### src/rtl/timer_bank.sv
// rtl/timer_bank.sv - bank of independent down-counting timers sharing one tick prescaler
module timer_bank #(
    parameter int CHANNELS = 4,
    parameter int WIDTH    = 16,
    parameter int CLK_HZ   = 27000000,
    parameter int TICK_HZ  = 1000
) (
    input  logic                        clk,
    input  logic                        rst,
    input  logic [$clog2(CHANNELS)-1:0] sel,
    input  logic [WIDTH-1:0]            load_value,
    input  logic                        periodic,
    input  logic                        start,
    input  logic                        stop,
    input  logic [CHANNELS-1:0]         irq_enable,
    input  logic [CHANNELS-1:0]         clear,
    output logic [CHANNELS-1:0]         running,
    output logic [CHANNELS-1:0]         done,
    output logic [CHANNELS-1:0]         pending,
    output logic                        interrupt,
    output logic [WIDTH-1:0]            count
);
    localparam int DIV = CLK_HZ / TICK_HZ;
    localparam int PW  = $clog2(DIV);
    localparam int SW  = $clog2(CHANNELS);

    typedef enum logic {IDLE, RUN} state_t;

    logic [PW-1:0]     prescaler;
    logic              tick;
    state_t            state     [CHANNELS];
    state_t            state_n   [CHANNELS];
    logic [WIDTH-1:0]  counter   [CHANNELS];
    logic [WIDTH-1:0]  counter_n [CHANNELS];
    logic [WIDTH-1:0]  reload    [CHANNELS];
    logic [WIDTH-1:0]  reload_n  [CHANNELS];
    logic [CHANNELS-1:0] mode, mode_n, done_n, pending_n, pend_set;

    // Free-running prescaler; its phase is deliberately independent of start.
    assign tick = (prescaler == PW'(DIV - 1));

    always_ff @(posedge clk or posedge rst) begin
        if (rst) begin
            prescaler <= '0;
        end else if (tick) begin
            prescaler <= '0;
        end else begin
            prescaler <= prescaler + PW'(1);
        end
    end

    // Priority per channel: start > stop > tick expiry/decrement.
    always_comb begin
        mode_n   = mode;
        done_n   = done;
        pend_set = '0;
        for (int i = 0; i < CHANNELS; i++) begin
            state_n[i]   = state[i];
            counter_n[i] = counter[i];
            reload_n[i]  = reload[i];
            if (start && (sel == SW'(i))) begin
                counter_n[i] = load_value;
                reload_n[i]  = load_value;
                mode_n[i]    = periodic;
                if (load_value == '0) begin
                    state_n[i]  = IDLE;
                    done_n[i]   = 1'b1;
                    pend_set[i] = 1'b1;
                end else begin
                    state_n[i] = RUN;
                    done_n[i]  = 1'b0;
                end
            end else if (stop && (sel == SW'(i))) begin
                state_n[i] = IDLE;
            end else if (tick && (state[i] == RUN)) begin
                if (counter[i] > WIDTH'(1)) begin
                    counter_n[i] = counter[i] - WIDTH'(1);
                end else begin
                    done_n[i]   = 1'b1;
                    pend_set[i] = 1'b1;
                    if (mode[i]) begin
                        counter_n[i] = reload[i];
                    end else begin
                        counter_n[i] = '0;
                        state_n[i]   = IDLE;
                    end
                end
            end
        end
        pending_n = pend_set | (pending & ~clear);
    end

    always_ff @(posedge clk or posedge rst) begin
        if (rst) begin
            for (int i = 0; i < CHANNELS; i++) begin
                state[i]   <= IDLE;
                counter[i] <= '0;
                reload[i]  <= '0;
            end
            mode    <= '0;
            done    <= '0;
            pending <= '0;
        end else begin
            for (int i = 0; i < CHANNELS; i++) begin
                state[i]   <= state_n[i];
                counter[i] <= counter_n[i];
                reload[i]  <= reload_n[i];
            end
            mode    <= mode_n;
            done    <= done_n;
            pending <= pending_n;
        end
    end

    always_comb begin
        for (int i = 0; i < CHANNELS; i++) begin
            running[i] = (state[i] == RUN);
        end
    end

    assign interrupt = |(pending & irq_enable);
    assign count     = (int'(sel) < CHANNELS) ? counter[sel] : '0;
endmodule
### config.mk
export PLATFORM = sky130hd
export DESIGN_NAME = timer_bank
export DESIGN_NICKNAME = d
export VERILOG_FILES = /design/src/rtl/timer_bank.sv
export SDC_FILE = /design/constraint.sdc
export NUM_CORES = 1
export LEC_CHECK = 0
export CAP_MARGIN = 20
export CELL_PAD_IN_SITES_DETAIL_PLACEMENT = 1
export CELL_PAD_IN_SITES_GLOBAL_PLACEMENT = 2
export CORE_ASPECT_RATIO = 0.9
export CORE_MARGIN = 8
export CORE_UTILIZATION = 37
export CTS_CLUSTER_DIAMETER = 30
export DETAILED_ROUTE_END_ITERATION = 12
export MAX_ROUTING_LAYER = met4
export PLACE_DENSITY_LB_ADDON = 0.2
export RECOVER_POWER = 25
export SETUP_SLACK_MARGIN = 0.15
export SLEW_MARGIN = 40
export SYNTH_ARGS = -nofsm -noshare
export SYNTH_HDL_FRONTEND = slang
export SYNTH_SLANG_ARGS = --single-unit
### constraint.sdc
create_clock -name clk -period 7.15 [get_ports clk]
set_clock_uncertainty 0.15 [all_clocks]
set_input_delay 1.43 -clock clk [delete_from_list [all_inputs] [get_ports clk]]
set_output_delay 1.43 -clock clk [all_outputs]
set_load 0.01 [all_outputs]
---- Word level (Yosys, flattened, before mapping) ----
Index checks and enable logic that the tools add are counted.
operators by class
  add/sub/neg operators ................... 5
  $lt $le $gt $ge ......................... 5
  eq/ne operators ......................... 20
  mux-type cells .......................... 78
  bitwise gates (word level) .............. 5
  reduce and logical (&&, ||, !) cells .... 35
operator list
  cell                     count
  $mux W16                 22
  $gt A16 B1 Y1 const B    4
  $sub A16 B1 Y16 const B  4
  $mux W1                  54
  $bmux W16 S2             1
  $reduce_and A3 Y1        8
  $logic_not A16 Y1        1
  $ne A2 B2 Y1 const B     8
  $add A15 B1 Y15 const B  1
  $eq A15 B15 Y1 const B   1
  $mux W15                 1
  $logic_and A1 B1 Y1      12
  $ne A3 B1 Y1 const B     4
  $ne A3 B3 Y1 const B     4
  $reduce_bool A3 Y1       4
  $and A4 B4 Y4            2
  $reduce_and A2 Y1        4
  $reduce_bool A2 Y1       4
  $eq A2 B2 Y1 const B     2
  $not A4 Y4               1
  $or A4 B4 Y4             1
  $reduce_or A4 Y1         1
  $ge A3 B3 Y1 const B     1
  $not A2 Y3               1
  2 further kinds          2
word-level totals
  register bits after elaboration ......... 159
  bits of input ports ..................... 31
  output and inout port bits .............. 29
  word-level logic and storage cells ...... 170

---- Depth between registers and ports, before layout ----
  depth after elaboration ................. 6
  gate-level depth with buffers ........... 9
  gate-level depth less buffers ........... 8

---- Least setup slack after synthesis ----
No wires, ideal clock.
  path kind ............................... in2out
  start point ............................. input sel[0]
  end point ............................... output count[10]
  arrival time ............................ 2.830 ns
  data required time ...................... 5.570 ns
  slack ................................... 2.740 ns
  stages .................................. 4
  buffers on the path ..................... 3
  cells stage by stage .................... clkbuf_1 > buf_2 > buf_2 > mux4_2
on the way
  word-level cells in the longest chain between the ends .. 4
RTL lines
  what                                          line  text
  start, declared                               10    input logic [$clog2(CHANNELS)-1:0] sel,
  $not A2 Y3 (not written as such)              122   assign count = (int'(sel) < CHANNELS) ? counter[sel] : '0;
  $bmux W16 S2                                  122
  $mux W16 (not written as such) (2 in series)  122
  end, declared                                 21    output logic [WIDTH-1:0] count
No other way between the ends. The select of a mux whose other input is x is not followed.

---- Worst setup path in the final report ----
  start point ............................. input sel[0]
  end point ............................... output count[6]
Same word-level chain as after synthesis.

==> metrics.md <==
| Metric | Value |
|---|---|
| Commonest non-fill, non-tap cell in the layout | `nand2_1` |
| Cts bufs inserted | `17` |
| Port-buffer cells | `slightly below 60` |
| Unrepaired setup endpoints after global routing | `false` |
| Wire per inst | `24.3 um` |
| Post-layout util | `43.1%` |
| Routed WL | `33.9 mm` |
| Max FO, Critical Path | `28` |
| Pwr Total | `around 2.7 mW` |
| DRC viols | `0` |
| Die area | `between 0.02 and 0.03 mm^2` |
| Setup WS pre-CTS | `between 2000 and 2500 ps` |
| Static Leak | `4.39 nW` |
| Adder-Cell Fraction of Synth Area | `1.24%` |
| Reg-to-reg critical path endpoint | `counter[58]` |
| Worst R2R Setup Slack | `~2600 ps` |
| CP required | `~5600 ps` |
| Vias in the first global route | `between 8000 and 9000` |
| Failing checks | `capacitance limit, slew limit` |
| Vias per Instance | `a little under 6` |
| Post-synthesis mux area share | `roughly 4.0%` |
| Hold Path Stages | `2` |
| Post-synthesis cell count | `between 1000 and 1500` |
| Max-slew violations | `72` |
| Post-synth EDFFs | `0` |
| Setup bufs post-CTS | `0` |
| # setup viols final | `0` |
| PD cells | `between 200 and 300 mW/mm^2` |
| Max H-tree Level | `4` |
| #FFs+latches synth | `between 150 and 200` |
| Worst min path class | `flop to flop` |
| Quantity of gates resized following cts | `0` |
| Wire length of the first global-routing pass | `about 53 mm` |
| Worst Setup End Kind | `output port` |
| Final hold viol count | `0` |
| Net Sw Frac | `approximately a third` |
| Switch Pwr | `around 950 uW` |
| Initial antenna violation count | `1` |
| Status | `finished with violations` |
| Min Hold Slack | `~330 ps` |
| Clk_lat worst skew | `between 400 and 500 ps` |
| Nets | `1113` |
| Reg2Reg Depth | `7` |
| Hold Path Origin | `reload[10]` |
| Register share of total power | `between 40% and 50%` |
| Largest family of logic cells by synthesized area | `simple AND/OR/NAND/NOR gates` |
| WHS Endpoint | `reload[10]` |
| Vias | `between 8000 and 9000` |
| Die Span X | `between 150 and 200 um` |
| Max_slew headroom | `-121%` |
| Die Ht | `164 um` |
| Dominant synthesized flop cell | `dfrtp_1` |
| GRT overflow | `0` |
| Final setup margin | `between 2000 and 2500 ps` |
| Period utilisation layout | `between 60% and 70%` |
| WS Path Type | `primary input to output port` |
| Syn Nets | `about 1100` |
| Share of cells above drive strength 1 | `8.75%` |
| Area Growth Syn to Fin | `15.0%` |
| DP Wirelength | `23.6 mm` |
| Clk pwr share | `33.1%` |
| Largest net degree at the start of global routing | `72` |
| Site row count | `54` |
| Slew of the pin with the lowest slew margin | `3300 ps` |
| Pre-antenna DRT Iters | `4` |
| Clk buf depth | `2` |
| Crit path launch type | `primary input` |
| Synth Area in XOR/XNOR | `3.29%` |
| ANT nets after route | `0` |
| Post-Route Setup TNS | `0 ps` |
| Most frequent cells in the layout | `nand2_1, dfrtp_1, nor2_1` |
| Num Clock Sinks | `between 150 and 200` |
| Sequential area share after synthesis | `a little over two fifths` |
| FFs w/ async S/R, synth | `100%` |
| Ys Warns | `0` |
| Core Region | `~0.024 mm^2` |
| Max-Cap Viols | `1` |
| Max VDD drop | `roughly 0.17 mV` |
| Total track usage | `between 20% and 30%` |
| Clock transition at path regs | `approximately 60 ps` |
| Worst Path Arrival | `~3400 ps` |
| Gate power share | `about a fifth` |
| Initial Utilization | `between 30% and 40%` |
| Achievable Freq | `202 MHz` |
| CTS root buffer | `clkbuf_16` |
| Crit path time final | `4940 ps` |
| Synth Cell Area | `between 0.009 and 0.01 mm^2` |
| Int Pwr | `~1.8 mW` |
| Library cells used by synthesis | `77` |
| Hold-fix buffers, CTS | `0` |
| Synth Area in Compound Gates | `~17%` |
| Post-synthesis average cell area | `between 8 and 9 um^2` |
| Drt first-iter violations | `about 690` |
| RePlAce Congestion | `0.865` |
| Simple-gate share of the synthesized area | `between 20% and 30%` |
| Number of I/O pins | `60` |
| Critical R2R Launch | `prescaler[3]` |
| CTS tree | `yes` |
-- cell families after synthesis --
family | Yosys count
simple gates | 505
compound gates | 235
flops | 159
buf+inv | 87
xor+xnor | 34
mux | 16
fa+ha+maj | 9
-- worst max-delay path by stage --
stage | startpoint | endpoint | cells after the start
6_report | sel[0] | count[6] | 4
5_1_grt | sel[0] | count[12] | 4
4_1_cts | sel[0] | count[6] | 4
3_5_place_dp | sel[0] | count[6] | 4
3_3_place_gp | sel[1] | count[6] | 3
2_1_floorplan | rst | counter[0] | 1
-- metrics by stage --
step / cell area, um^2 / instances
2_1_floorplan: 9040 / 1045
3_3_place_gp: 9810 / 1360
3_5_place_dp: 9850 / 1362
4_1_cts: 10400 / 1394
5_1_grt: 10400 / 1395
6_report: 10400 / 1395
-- final cells by class --
class	instances	area, um^2
Sequential cell	159	3980
Clock inverter	13	105
Antenna cell	1	2.50
Tap cell	308	385
Clock buffer	19	453
Fill cell	2828	13700
Multi-Input combinational cell	799	4680
Timing Repair Buffer	77	724
Inverter	19	72.6
-- critical path, cell delays in order --
cell	delay (ps)
clkdlybuf4s50_1	460
buf_4	380
mux4_2	560
clkdlybuf4s50_1	520
-- power by group through the flow --
stage | Sequential [mW] | Combinational [mW] | Clock [mW]
2_1_floorplan | 1.14 | 0.398 | 0
3_3_place_gp | 1.27 | 0.535 | 0
3_5_place_dp | 1.27 | 0.551 | 0
4_1_cts | 1.25 | 0.554 | 0.909
5_1_grt | 1.28 | 0.615 | 0.937
6_report | 1.26 | 0.550 | 0.895
-- synthesized netlist by cell type (13+ instances only) --
library cell	n	area, um^2
o21ai_0	52	260
nand2_1	254	953
xnor2_1	17	149
mux4_2	16	360
nor3_1	24	120
xor2_1	17	149
clkbuf_1	38	143
nor4_1	20	125
a31oi_1	23	144
inv_1	19	71.3
nand4_1	13	81.3
nand3_1	37	185
a22oi_1	15	113
dfrtp_1	159	3980
a21oi_1	35	175
nor2_1	95	357
-- flip-flops by register name (all words and copies together) (netlist names) --
signal,count
running,4
prescaler,15
done,4
reload,64
pending,4
mode,4
counter,64
-- per-layer routing --
layer  part of all wire (%)  vias to the layer above  GRT usage, %
met5                      0                        -             -
met2                     46                      191          37.7
met3                    4.1                       36          3.47
met4                    1.4                        0          5.22
met1                     48                     4260          32.7
li1                       -                     3787             -
Power figures use the tool's default switching activity.
